`config.mk`:
```
export PLATFORM = sky130hd
export DESIGN_NAME = pong_game_sequencer
export DESIGN_NICKNAME = d
export VERILOG_FILES = /design/src/rtl/pong_game_sequencer.sv
export SDC_FILE = /design/constraint.sdc
export NUM_CORES = 1
export LEC_CHECK = 0
export ABC_AREA = 1
export BUFFER_PORTS_ARGS = -buffer_cell sky130_fd_sc_hd__buf_2
export CAP_MARGIN = 5
export CORE_ASPECT_RATIO = 0.75
export CORE_MARGIN = 1.5
export CORE_UTILIZATION = 61
export CTS_CLUSTER_SIZE = 40
export DETAILED_ROUTE_END_ITERATION = 7
export PLACE_DENSITY = 0.8
export SLEW_MARGIN = 20
export SYNTH_ARGS = -nofsm -noshare
export SYNTH_HDL_FRONTEND = slang
export SYNTH_SLANG_ARGS = --single-unit
```
`constraint.sdc`:
```
create_clock -name pixelClock -period 3.25 [get_ports pixelClock]
set_clock_uncertainty 0.2 [all_clocks]
set_input_delay 0.1625 -clock pixelClock [delete_from_list [all_inputs] [get_ports pixelClock]]
set_output_delay 0.1625 -clock pixelClock [all_outputs]
set_load 0.02 [all_outputs]
```
`src/rtl/pong_game_sequencer.sv`:
```
// Game-level sequencer for the tennis datapath: serve/rally/lost/game-over flow, move strobe, lives and score.
// Define PONG_SCORE_BCD_EN to report score as two packed BCD digits instead of saturating binary.
module pong_game_sequencer #(
    parameter int unsigned LIVES            = 3,
    parameter int unsigned SERVE_FRAMES     = 60,
    parameter int unsigned LOST_FRAMES      = 90,
    parameter int unsigned STEP_PERIOD_INIT = 131071,
    parameter int unsigned STEP_PERIOD_MIN  = 32767,
    parameter int unsigned STEP_DEC         = 8192,
    parameter int unsigned SPEEDUP_HITS     = 4
) (
    input  logic       reset,
    input  logic       pixelClock,
    input  logic       vSync,
    input  logic       startBtn,
    input  logic       pauseBtn,
    input  logic       ballHit,
    input  logic       ballMiss,
    output logic       moveStb,
    output logic       ballCenter,
    output logic [2:0] gameState,
    output logic [1:0] lives,
    output logic [7:0] score,
    output logic       gameOver
);

    typedef enum logic [2:0] {
        IDLE      = 3'd0,
        SERVE     = 3'd1,
        PLAY      = 3'd2,
        PAUSE     = 3'd3,
        LOST      = 3'd4,
        GAME_OVER = 3'd5
    } state_t;

    localparam logic [16:0] PERIOD_INIT = 17'(STEP_PERIOD_INIT);
    localparam logic [16:0] PERIOD_MIN  = 17'(STEP_PERIOD_MIN);
    localparam logic [16:0] PERIOD_DEC  = 17'(STEP_DEC);
    localparam logic [17:0] DEC_FLOOR   = 18'(STEP_PERIOD_MIN) + 18'(STEP_DEC);
    localparam logic [7:0]  SERVE_CNT   = 8'(SERVE_FRAMES);
    localparam logic [7:0]  LOST_CNT    = 8'(LOST_FRAMES);
    localparam logic [3:0]  HIT_CNT     = 4'(SPEEDUP_HITS);
    localparam logic [1:0]  LIVES_INIT  = 2'(LIVES);

    logic [1:0]  start_sync_q, start_sync_d;
    logic        start_prev_q, start_prev_d;
    logic [1:0]  pause_sync_q, pause_sync_d;
    logic        pause_prev_q, pause_prev_d;
    logic        vsync_prev_q, vsync_prev_d;
    state_t      state_q, state_d;
    logic        move_stb_q, move_stb_d;
    logic        ball_center_q, ball_center_d;
    logic [1:0]  lives_q, lives_d;
    logic [7:0]  score_q, score_d;
    logic        game_over_q, game_over_d;
    logic [16:0] step_period_q, step_period_d;
    logic [16:0] step_cnt_q, step_cnt_d;
    logic [7:0]  frame_cnt_q, frame_cnt_d;
    logic [3:0]  hit_cnt_q, hit_cnt_d;

    logic start_ev, pause_ev, frame_tick;
    logic new_game, step_run, step_wrap;

    function automatic logic [7:0] score_inc(input logic [7:0] s);
`ifdef PONG_SCORE_BCD_EN
        if (s == 8'h99) return s;
        if (s[3:0] == 4'd9) return {s[7:4] + 4'd1, 4'd0};
        return {s[7:4], s[3:0] + 4'd1};
`else
        return (s == 8'hFF) ? s : s + 8'd1;
`endif
    endfunction

    assign start_ev   = start_sync_q[1] & ~start_prev_q;
    assign pause_ev   = pause_sync_q[1] & ~pause_prev_q;
    assign frame_tick = vsync_prev_q & ~vSync;
    // cnt+1 >= period also recovers cleanly when a speed-up shrinks the period below the running count
    assign step_wrap  = ({1'b0, step_cnt_q} + 18'd1) >= {1'b0, step_period_q};

    always_comb begin
        start_sync_d  = {start_sync_q[0], startBtn};
        start_prev_d  = start_sync_q[1];
        pause_sync_d  = {pause_sync_q[0], pauseBtn};
        pause_prev_d  = pause_sync_q[1];
        vsync_prev_d  = vSync;
        state_d       = state_q;
        move_stb_d    = 1'b0;
        ball_center_d = 1'b0;
        lives_d       = lives_q;
        score_d       = score_q;
        step_period_d = step_period_q;
        step_cnt_d    = step_cnt_q;
        frame_cnt_d   = frame_cnt_q;
        hit_cnt_d     = hit_cnt_q;
        new_game      = 1'b0;
        step_run      = 1'b0;

        case (state_q)
            IDLE, GAME_OVER: begin
                if (start_ev) new_game = 1'b1;
            end
            SERVE: begin
                if (frame_tick) begin
                    if (frame_cnt_q + 8'd1 >= SERVE_CNT) begin
                        state_d     = PLAY;
                        frame_cnt_d = '0;
                        step_cnt_d  = '0;
                    end else begin
                        frame_cnt_d = frame_cnt_q + 8'd1;
                    end
                end
            end
            PLAY: begin
                // miss beats hit beats pause; leaving PLAY freezes the step counter
                if (ballMiss) begin
                    state_d = LOST;
                    if (lives_q != '0) lives_d = lives_q - 2'd1;
                end else if (pause_ev && !ballHit) begin
                    state_d = PAUSE;
                end else begin
                    step_run = 1'b1;
                    if (ballHit) begin
                        score_d = score_inc(score_q);
                        if (hit_cnt_q + 4'd1 >= HIT_CNT) begin
                            hit_cnt_d     = '0;
                            step_period_d = ({1'b0, step_period_q} >= DEC_FLOOR) ?
                                            step_period_q - PERIOD_DEC : PERIOD_MIN;
                        end else begin
                            hit_cnt_d = hit_cnt_q + 4'd1;
                        end
                    end
                end
            end
            PAUSE: begin
                if (pause_ev) state_d = PLAY;
            end
            LOST: begin
                if (lives_q == '0) begin
                    state_d = GAME_OVER;
                end else if (frame_tick) begin
                    if (frame_cnt_q + 8'd1 >= LOST_CNT) begin
                        state_d       = SERVE;
                        frame_cnt_d   = '0;
                        ball_center_d = 1'b1;
                    end else begin
                        frame_cnt_d = frame_cnt_q + 8'd1;
                    end
                end
            end
            default: state_d = IDLE;
        endcase

        if (step_run) begin
            if (step_wrap) begin
                move_stb_d = 1'b1;
                step_cnt_d = '0;
            end else begin
                step_cnt_d = step_cnt_q + 17'd1;
            end
        end

        if (new_game) begin
            state_d       = SERVE;
            lives_d       = LIVES_INIT;
            score_d       = '0;
            hit_cnt_d     = '0;
            step_period_d = PERIOD_INIT;
            frame_cnt_d   = '0;
            ball_center_d = 1'b1;
        end

        game_over_d = (state_d == GAME_OVER);
    end

    always_ff @(posedge pixelClock or posedge reset) begin
        if (reset) begin
            start_sync_q  <= '0;
            start_prev_q  <= 1'b0;
            pause_sync_q  <= '0;
            pause_prev_q  <= 1'b0;
            vsync_prev_q  <= 1'b0;
            state_q       <= IDLE;
            move_stb_q    <= 1'b0;
            ball_center_q <= 1'b0;
            lives_q       <= '0;
            score_q       <= '0;
            game_over_q   <= 1'b0;
            step_period_q <= PERIOD_INIT;
            step_cnt_q    <= '0;
            frame_cnt_q   <= '0;
            hit_cnt_q     <= '0;
        end else begin
            start_sync_q  <= start_sync_d;
            start_prev_q  <= start_prev_d;
            pause_sync_q  <= pause_sync_d;
            pause_prev_q  <= pause_prev_d;
            vsync_prev_q  <= vsync_prev_d;
            state_q       <= state_d;
            move_stb_q    <= move_stb_d;
            ball_center_q <= ball_center_d;
            lives_q       <= lives_d;
            score_q       <= score_d;
            game_over_q   <= game_over_d;
            step_period_q <= step_period_d;
            step_cnt_q    <= step_cnt_d;
            frame_cnt_q   <= frame_cnt_d;
            hit_cnt_q     <= hit_cnt_d;
        end
    end

    assign moveStb    = move_stb_q;
    assign ballCenter = ball_center_q;
    assign gameState  = state_q;
    assign lives      = lives_q;
    assign score      = score_q;
    assign gameOver   = game_over_q;

endmodule
```
==> flow_summary.json, run 1 <==
{
  "status": "complete, no violations",
  "cp_slowest_stage_delay_ns": 0.41,
  "critical_path_buf_inv_count": 3,
  "via_count": 3322,
  "nFillCells": 453,
  "grt.total_usage_pct": 26.8,
  "multi_input_area_um2": 2010,
  "register_area_um2": 1440,
  "fin_crit_ns": 3.03,
  "syn_nets": 528,
  "ys_ff_latch": 57,
  "met3_usage_pct": 6.45,
  "routed_via_density": 5.39,
  "hold_depth": 5,
  "reg2reg_from": "step_cnt_q[1]",
  "initial_core_util_pct": 64.0,
  "clk_latency_ns": 0.35,
  "cts_tree": "yes",
  "worstPathRequired_ns": 3.33,
  "seq_power_share_pct": 42.4,
  "io_buffer_count": 22,
  "numClockSinks": 57,
  "syn_avg_cell_area_um2": 7.54,
  "relSlewSlack_pct": 52.5,
  "drt_pass1_iterations": 5,
  "tightest_slew_ns": 0.712,
  "synth_top_area_share_pct": 34.7,
  "final_layout_size_suffix_gt1_share_pct": 17.7,
  "path_clk_slew_ns": 0.07,
  "synthFlopType": "dfrtp_1",
  "grt_max_degree": 58,
  "worstHoldStart": "ballHit",
  "ir_drop_v": 0.000342,
  "die_area_um2": 6630,
  "ys_top_cells_by_area": "dfrtp_1 35%, nand2_1 11%, ha_1 8.0%",
  "dp_hpwl_mm": 5.73,
  "synth-seq-area-share_pct": 38.2,
  "syn_to_final_growth_pct": 13.2,
  "path_cells": "ha_1 -> nand2_1 -> nor2_4 -> nand2_2 -> nor2_4 -> nand2_1 -> xor2_2 -> inv_1 -> ha_1 -> nand2_1 -> inv_1 -> nand3_1 -> nor2_1 -> a21oi_1 -> a21boi_0 -> nand2_1 -> nand2_1 -> buf_12 -> nand3_1 -> nand2_1",
  "nets": 564,
  "leakage_nw": 2.30,
  "rows": 24,
  "setup-violations-final": 0,
  "clockBufferDepth": 2,
  "cp_slowest_cell": "dfrtp_1",
  "placed_area_um2": 3950,
  "antenna_found_initial": 0,
  "slew_violations": 0,
  "htreeDepth": 3,
  "worstSetupEndpointType": "flop",
  "grt-ovfl-total": 0,
  "setup_tns_ns": 0,
  "synth_edf_count": 0,
  "holdWs_ns": 0.0469,
  "cts-buffers-inserted": 9,
  "grt_setup_unrepaired": "no",
  "path_delay_family": "simple AND/OR/NAND/NOR gates",
  "combPwrFrac_pct": 24.0,
  "cts-root-buf": "clkbuf_8",
  "ant_nets": 0,
  "clock_power_share_pct": 33.7,
  "die_h_um": 70.9,
  "rrSetupSlack_ns": 0.22,
  "core_um2": 5860,
  "gp_congestion": 0.877,
  "timing_worst_setup_path_type": "flop to flop",
  "period_share_pct": 93.3,
  "design_area_um2": 4240,
  "grt-busiest-layer": "met1",
  "power.switching_w": 0.000683,
  "grt_use_met1_pct": 39.1,
  "diodes": 0,
  "reg2regPathDepth": 20,
  "cp-start-kind": "flop",
  "synth_cells": 497,
  "ys_types": 41,
  "yosys.area.top_type": "dfrtp_1",
  "ys_async_sr_fraction_pct": 100,
  "grt_pass1_vias": 3035,
  "num_io_pins": 23,
  "crit_arrival_ns": 3.11,
  "remaining_drc_errors": 0,
  "hold_path_end": "hit_cnt_q[1]",
  "drtIter0Drc": 214,
  "cpMostUsedCell": "nand2_1",
  "clock.fmax_ghz": 0.330,
  "worstHoldPathType": "input port to flop",
  "totalWireLength_mm": 8.07,
  "wl_per_cell_um": 13.1,
  "switching_share_pct": 34.1,
  "p_int_w": 0.00132,
  "crit_fanout": 18,
  "cap_violations": 0,
  "use_met2_pct": 38.2,
  "grt_pass1_wl_mm": 13.8,
  "power_density_nw_per_um2": 472,
  "die_w_um": 93.5,
  "r2r-end": "step_cnt_q[0]",
  "yosysWarnings": 0,
  "syn-cell-area_um2": 3750,
  "hold_viol_final": 0
}
kinds of logic after synthesis:
group | synth area share [%]
XOR/XNOR | 3.51
buffers and inverters | 9.08
flip-flops | 38.2
AND/OR/NAND/NOR | 33.6
adder cells (fa/ha/maj) | 8.02
AO/OA/AOI/OAI | 7.55
how the worst max path moves through the flow:
stage                               end     startpoint  cells after the start  slack (ns)
after floorplan           step_cnt_q[6]  step_cnt_q[0]                     20        0.34
after global placement    step_cnt_q[6]  step_cnt_q[0]                     20        0.17
after detailed placement  step_cnt_q[6]  step_cnt_q[0]                     20        0.09
after CTS                 step_cnt_q[6]  step_cnt_q[0]                     20        0.09
after global routing      step_cnt_q[2]  step_cnt_q[1]                     18       0.003
final                     step_cnt_q[0]  step_cnt_q[1]                     20        0.22
placed cells by master, fill, tap and decap left out, types with 5 or more instances in the layout:
cell,synthesis,layout
dfstp_2,5,5
inv_1,76,75
nand3_1,45,45
o21ai_0,19,19
clkbuf_8,0,10
nand2_1,105,103
nor2_1,61,61
nand4_1,9,9
nand2_2,16,18
ha_1,24,24
dfrtp_1,52,49
xor2_1,14,13
nor2_4,5,8
a21oi_1,17,17
buf_2,4,22
metrics by stage:
step | setup WS (ns) | std cells | total power [W] | util (%)
2_1_floorplan | 0.335 | 497 | 0.00121 | -
3_3_place_gp | 0.173 | 595 | 0.00131 | 67.5
3_5_place_dp | 0.0930 | 595 | 0.00134 | 67.5
4_1_cts | 0.0852 | 615 | 0.00201 | 71.5
5_1_grt | 0.00275 | 616 | 0.00211 | 72.4
6_report | 0.219 | 616 | 0.00200 | 72.4
power groups by stage:
| stage | clock [W] | sequential [W] | combinational (W) |
|---|---|---|---|
| 2_1_floorplan | 0 | 0.000872 | 0.000335 |
| 3_3_place_gp | 0 | 0.000857 | 0.000452 |
| 3_5_place_dp | 0 | 0.000860 | 0.000476 |
| 4_1_cts | 0.000680 | 0.000847 | 0.000480 |
| 5_1_grt | 0.000712 | 0.000855 | 0.000546 |
| 6_report | 0.000674 | 0.000848 | 0.000479 |
routing by layer:
metal,wire length [um],vias up
met5,0,-
met3,545,14
met1,3880,1545
li1,-,1660
met4,131,0
met2,3520,103
layout make-up:
type	instances	area share (%)
Multi-Input combinational cell	355	47.5
Sequential cell	57	33.9
Timing Repair Buffer	31	4.72
Inverter	79	7.00
Clock inverter	5	1.30
Clock buffer	11	3.34
Tap cell	78	2.30
timing repair:
action / CTS / global route
hold buffers: 4 / 0
resized for setup: 0 / 11
buffers inserted: 0 / 1
setup endpoints to repair: 0 / 18
endpoints found under the hold margin: 55 / 0
flip-flops by register name, indices dropped and copies added, names as in the netlist:
signal and count:
gameState 3, lives 2, vsync_prev_q 1, start_prev_q 1, hit_cnt_q 4, gameOver 1
step_period_q 5, pause_prev_q 1, moveStb 1, start_sync_q 2, score 8, frame_cnt_q 8
ballCenter 1, pause_sync_q 2, step_cnt_q 17
worst reg2reg max path: cells and delay by family, from the launching register on:
kind	cells	cell delay (ns)
buffers and inverters	3	0.28
flip-flops	1	0.41
XOR/XNOR	1	0.18
AND/OR/NAND/NOR	12	1.13
AO/OA/AOI/OAI	2	0.30
adder cells (fa/ha/maj)	2	0.47
synth_stat cells (2+ instances only):
library cell / n
nand2_1: 105
inv_1: 76
nor2_1: 61
dfrtp_1: 52
nand3_1: 45
ha_1: 24
o21ai_0: 19
a21oi_1: 17
nand2_2: 16
xor2_1: 14
nand4_1: 9
dfstp_2: 5
nor2_2: 5
nor2_4: 5
nor3_1: 5
buf_2: 4
a211oi_1: 3
inv_2: 3
a31oi_1: 2
and2_1: 2
nand3_2: 2
nor3_2: 2
o21ai_1: 2
o21ai_2: 2
No activity file was read; power rests on OpenSTA's default activity.
==> run 2: changes to the inputs <==
--- a/config.mk
+++ b/config.mk
@@ -6,7 +6,7 @@
 export NUM_CORES = 1
 export LEC_CHECK = 0
 export ABC_AREA = 1
-export BUFFER_PORTS_ARGS = -buffer_cell sky130_fd_sc_hd__buf_2
+export BUFFER_PORTS_ARGS = -buffer_cell sky130_fd_sc_hd__clkbuf_2
 export CAP_MARGIN = 5
 export CORE_ASPECT_RATIO = 0.75
 export CORE_MARGIN = 1.5
@@ -14,6 +14,7 @@
 export CTS_CLUSTER_SIZE = 40
 export DETAILED_ROUTE_END_ITERATION = 7
 export PLACE_DENSITY = 0.8
+export SETUP_SLACK_MARGIN = 0.3
 export SLEW_MARGIN = 20
 export SYNTH_ARGS = -nofsm -noshare
 export SYNTH_HDL_FRONTEND = slang
==> run 2 against run 1 <==
- via count is 6.1% higher
- critical path depth shrank 2
- critical path type unchanged
- combinational power grew 1%
- setup slack lost 0.19 ns
- global-route usage grew 1.3 points
- final cell count grew 2.8%
- sequential share of layout area is 2.1 points lower
- first-iteration DRC count increased by 34%
- clock power down 13%
==> flow_summary.json, run 2 (same netlist as run 1, synthesis figures left out) <==
{
  "status": "complete, no violations",
  "design_area_um2": 4520,
  "cts-root-buf": "clkbuf_8",
  "final_layout_size_suffix_gt1_share_pct": 25.6,
  "core_um2": 5860,
  "cap_violations": 0,
  "nFillCells": 396,
  "remaining_drc_errors": 0,
  "relSlewSlack_pct": 51.3,
  "clk_latency_ns": 0.35,
  "grt_setup_unrepaired": "yes",
  "timing_worst_setup_path_type": "flop to flop",
  "initial_core_util_pct": 64.0,
  "htreeDepth": 3,
  "hold_viol_final": 0,
  "grt_pass1_wl_mm": 14.4,
  "dp_hpwl_mm": 5.78,
  "final_cell_mix": "98 x nand2_1, 73 x inv_1, 60 x nor2_1, 50 x dfrtp_1, 32 x nand3_1",
  "cts-buffers-inserted": 9,
  "die_w_um": 93.5,
  "largest_register_ffs": 17,
  "fin_ws_ns": 0.0253,
  "tightest_slew_ns": 0.730,
  "path_clk_slew_ns": 0.07,
  "crit_arrival_ns": 3.27,
  "worstSetupEndpointType": "flop",
  "grt.total_usage_pct": 28.1,
  "crit_fanout": 4,
  "r2r-end": "step_cnt_q[13]",
  "period_share_pct": 99.2,
  "reg2reg_from": "step_cnt_q[1]",
  "gp_congestion": 0.882,
  "cts_tree": "yes",
  "setup-violations-final": 0,
  "rows": 24,
  "final_util_pct": 77.2,
  "leakage_nw": 2.41,
  "die_area_um2": 6630,
  "rrSetupSlack_ns": 0.03,
  "drt_pass1_iterations": 7,
  "register_area_um2": 1440,
  "slew_violations": 0,
  "setup_tns_ns": 0,
  "num_io_pins": 23,
  "worstPathRequired_ns": 3.29,
  "critPathLaunch": "step_cnt_q[1]",
  "placed_area_um2": 3950,
  "pre_cts_slack_ns": 0.138,
  "die_h_um": 70.9,
  "reg2regPathDepth": 18,
  "grt_max_degree": 58,
  "worstHoldStart": "ballHit",
  "clockBufferDepth": 2,
  "fin_crit_ns": 3.22,
  "syn_to_final_growth_pct": 20.6,
  "nets": 581,
  "final_common_cell": "nand2_1",
  "totalWireLength_mm": 9.63,
  "antenna_found_initial": 0,
  "numClockSinks": 57,
  "ant_nets": 0,
  "wl_per_cell_um": 15.2,
  "worstHoldPathType": "input port to flop",
  "hold_depth": 5,
  "routed_via_density": 5.57,
  "power_w": 0.00192,
  "via_count": 3524,
  "hold_path_end": "hit_cnt_q[1]",
  "largest_register": "step_cnt_q",
  "cp-start-kind": "flop",
  "ir_drop_v": 0.000322,
  "grt-ovfl-total": 0,
  "grt_pass1_vias": 3180,
  "drtIter0Drc": 287,
  "diodes": 0,
  "clock.fmax_ghz": 0.310,
  "multi_input_area_um2": 2150,
  "io_buffer_count": 22,
  "power_density_nw_per_um2": 425
}
## run 2: cell count changes in the layout (fill, tap and decap cells not counted), moves of 3 or more
cell	delta
nand3_2	+13
nand2_2	+4
clkbuf_2	+22
xor2_2	+3
nand2_1	-5
nand3_1	-13
buf_2	-22
buf_4	+14
xor2_1	-3
## run 2: power by group
group	internal [W]	total, W	switching (W)	leakage (nW)
Clock	0.000274	0.000589	0.000315	0.0850
Combinational	0.000161	0.000486	0.000324	1.58
Sequential	0.000788	0.000848	0.0000596	0.741
Total	0.00122	0.00192	0.000699	2.41
## run 2: critical path, cell delays in order, from the launching register on
cell       delay [ns]
dfrtp_1          0.42
ha_2             0.22
nand2_2          0.07
nor2_4           0.14
nand4_1          0.17
nor2_1           0.24
nand2_1          0.11
o21ai_2          0.20
inv_2            0.07
ha_4             0.26
nand4_1          0.13
nor2_1           0.12
a21oi_1          0.07
a21boi_2         0.15
nand2_1          0.12
nand2_4          0.11
clkbuf_16        0.18
nand3_2          0.06
nand2_1          0.06
## run 2: worst max path at each step
stage | to | slack [ns]
finish | step_cnt_q[13] | 0.03
global placement | step_cnt_q[6] | 0.21
detailed placement | step_cnt_q[6] | 0.14
global route | step_cnt_q[13] | -0.06
floorplan | step_cnt_q[6] | 0.34
CTS | step_cnt_q[6] | 0.33
## run 2: repair_timing
item,in CTS,in global routing
hold buffers,4,0
hold endpoints to repair,55,0
cloned,0,3
buffers inserted,8,7
setup endpoints to repair,18,18
pin swaps,5,26
resized for setup,10,33
## run 2: cell type report
class                           instances  area share [%]
Clock buffer                            9            2.74
Clock inverter                          7            1.05
Inverter                               79            6.56
Multi-Input combinational cell        355            47.6
Sequential cell                        57            31.8
Tap cell                               78            2.16
Timing Repair Buffer                   48            8.11
## run 2: per-layer routing
layer  track usage (%)  vias to the layer above  routed length [um]
met5                 0                        -                   0
met4              9.09                        0                 240
met3              8.28                       35                 794
met2              41.8                      179                4340
met1              39.6                     1618                4250
li1                  -                     1692                   -
## run 2: through the flow
step / instances / hold slack, ns
floorplan: 497 / -0.00607
global placement: 595 / 0.0728
detailed placement: 595 / 0.0721
CTS: 623 / 0.0174
global route: 633 / 0.0502
finish: 633 / 0.0346
==> run 3: changes to the inputs <==
--- a/config.mk
+++ b/config.mk
@@ -9,11 +9,11 @@
 export BUFFER_PORTS_ARGS = -buffer_cell sky130_fd_sc_hd__clkbuf_2
 export CAP_MARGIN = 5
 export CORE_ASPECT_RATIO = 0.75
-export CORE_MARGIN = 1.5
 export CORE_UTILIZATION = 61
 export CTS_CLUSTER_SIZE = 40
 export DETAILED_ROUTE_END_ITERATION = 7
 export PLACE_DENSITY = 0.8
+export RECOVER_POWER = 25
 export SETUP_SLACK_MARGIN = 0.3
 export SLEW_MARGIN = 20
 export SYNTH_ARGS = -nofsm -noshare
==> run 3 against run 2 <==
- register-to-register slack better by 0.19 ns
- setup slack better by 0.19 ns
- global-route usage is 0.57 points higher
- sequential share of layout area is 0.98 points higher
- fmax is 6.2% higher
- clock power is 15% higher
- sequential power hardly changed
- count of clock-buffer cells in the layout is 2 higher
- flip-flop and latch count stayed put
- core utilization is 2.3 points lower
- design area is 3.0% lower
- first-iteration DRC count is 13% lower
==> flow_summary.json, run 3 (same netlist as run 1, synthesis figures left out) <==
{
  "die_area_um2": 6460,
  "setup-violations-final": 0,
  "core_um2": 5860,
  "critical_path_buf_inv_count": 2,
  "wl_per_cell_um": 14.2,
  "timing_worst_setup_path_type": "flop to flop",
  "numClockSinks": 57,
  "status": "complete, no violations",
  "grt_setup_unrepaired": "yes",
  "cts-root-buf": "clkbuf_8",
  "final_layout_size_suffix_gt1_share_pct": 18.8,
  "leakage_nw": 2.33,
  "fin_ws_ns": 0.213,
  "drt_pass1_iterations": 5,
  "fin_crit_ns": 3.04,
  "die_w_um": 92.5,
  "hold_viol_final": 0,
  "power_density_nw_per_um2": 460,
  "final_cell_mix": "99 x nand2_1, 73 x inv_1, 60 x nor2_1, 50 x dfrtp_1, 45 x nand3_1",
  "largest_register_ffs": 17,
  "design_area_um2": 4380,
  "grt_pass1_vias": 3154,
  "slew_violations": 0,
  "rows": 24,
  "gp_congestion": 0.904,
  "crit_fanout": 9,
  "htreeDepth": 3,
  "power_w": 0.00201,
  "initial_core_util_pct": 64.0,
  "ir_drop_v": 0.000275,
  "drtIter0Drc": 250,
  "io_buffer_count": 22,
  "cp-start-kind": "flop",
  "clk_latency_ns": 0.35,
  "grt.total_usage_pct": 28.7,
  "path_cells": "ha_2 -> nand2_2 -> nor2_4 -> nand4_1 -> nor2_1 -> nand2_1 -> o21ai_2 -> inv_2 -> ha_4 -> nand4_1 -> nor2_1 -> a21oi_1 -> a21boi_2 -> nand2_2 -> nand2_4 -> clkbuf_16 -> nand3_1 -> nand2_1",
  "worstHoldPathType": "input port to flop",
  "clock.fmax_ghz": 0.329,
  "cp_slowest_stage_delay_ns": 0.40,
  "worstPathRequired_ns": 3.29,
  "die_h_um": 69.9,
  "cap_violations": 0,
  "reg2regPathDepth": 18,
  "routed_via_density": 5.42,
  "ant_nets": 0,
  "cp_slowest_cell": "dfrtp_1",
  "totalWireLength_mm": 8.91,
  "placed_area_um2": 3960,
  "largest_register": "step_cnt_q",
  "via_count": 3393,
  "diodes": 0,
  "path_clk_slew_ns": 0.06,
  "relSlewSlack_pct": 3.85,
  "tightest_slew_ns": 1.44,
  "setup_tns_ns": 0,
  "nets": 574,
  "remaining_drc_errors": 0,
  "final_common_cell": "nand2_1",
  "grt_pass1_wl_mm": 14.4,
  "worstSetupEndpointType": "flop",
  "period_share_pct": 93.5,
  "cts-buffers-inserted": 9,
  "path_delay_family": "simple AND/OR/NAND/NOR gates",
  "nFillCells": 433,
  "worstSetupPathDepth": 18,
  "num_io_pins": 23,
  "pre_cts_slack_ns": 0.0844,
  "grt_max_degree": 58,
  "clockBufferDepth": 2,
  "hold_depth": 5,
  "grt-ovfl-total": 0,
  "dp_hpwl_mm": 5.78,
  "syn_to_final_growth_pct": 17.0,
  "crit_arrival_ns": 3.07,
  "antenna_found_initial": 0,
  "cts_tree": "yes"
}
## run 3: changes by cell type in the layout (fill, tap and decap cells not counted), moves of 7 or more
| cell | change |
|---|---|
| nand3_2 | -13 |
| buf_4 | -7 |
| nand3_1 | +13 |
| clkbuf_1 | +13 |
| clkbuf_2 | -11 |
## run 3: cell type report
cell class                 count  area [um^2]  share of cell area (%)
timing repair buffer          41          293                    6.68
clock buffer                  11          141                    3.23
multi-input combinational    355         2060                    47.1
sequential                    57         1440                    32.7
inverter                      79          297                    6.77
clock inverter                 5         55.1                    1.26
tap                           78         97.6                    2.23
## run 3: report_power, final
group          total, W  switching, W  leakage (nW)  internal [W]
sequential     0.000847     0.0000593         0.741      0.000788
combinational  0.000492      0.000333          1.49      0.000159
clock          0.000675      0.000303        0.0953      0.000372
## run 3: path summary, 6_finish.rpt
| check | from | endpoint | slack (ns) |
|---|---|---|---|
| hold reg to reg | pause_sync_q[0] | pause_sync_q[1] | 0.15 |
| hold / removal | ballHit | hit_cnt_q[1] | 0.03 |
| max in group asynchronous | reset | step_cnt_q[2] | 1.28 |
| setup / recovery | step_cnt_q[1] | step_cnt_q[1] | 0.21 |
| setup reg to reg | step_cnt_q[1] | step_cnt_q[1] | 0.21 |
| min in group asynchronous | reset | step_cnt_q[9] | 0.60 |
## run 3: stage by stage
stage                     hold slack [ns]  util [%]  std cells
after global routing               0.0602      74.9        626
final                              0.0324      74.9        626
after floorplan                  -0.00607         -        497
after detailed placement           0.0748      67.6        596
after CTS                          0.0226      73.0        621
after global placement             0.0748      67.6        596
## run 3: per-layer routing
metal,GRT usage (%),routed length (um),up-vias
li1,-,-,1675
met1,40.1,4130,1585
met2,43.7,4080,116
met3,7.84,564,17
met4,8.51,127,0
met5,0,0,-
## run 3: repair_timing
action / 4_1_cts / 5_1_grt
buffers inserted: 5 / 3
pin swaps: 2 / 12
resized for setup: 9 / 17
hold buffers: 4 / 0
endpoints found under the hold margin: 55 / 0
cloned: 0 / 2
setup endpoints to repair: 18 / 18
## run 3: worst reg2reg max path, cell delays in order (launching register included)
cell and delay [ns]:
dfrtp_1 0.40, ha_2 0.21, nand2_2 0.09, nor2_4 0.18, nand4_1 0.14, nor2_1 0.14
nand2_1 0.10, o21ai_2 0.21, inv_2 0.08, ha_4 0.27, nand4_1 0.11, nor2_1 0.11
a21oi_1 0.07, a21boi_2 0.15, nand2_2 0.08, nand2_4 0.09, clkbuf_16 0.18, nand3_1 0.07
nand2_1 0.06
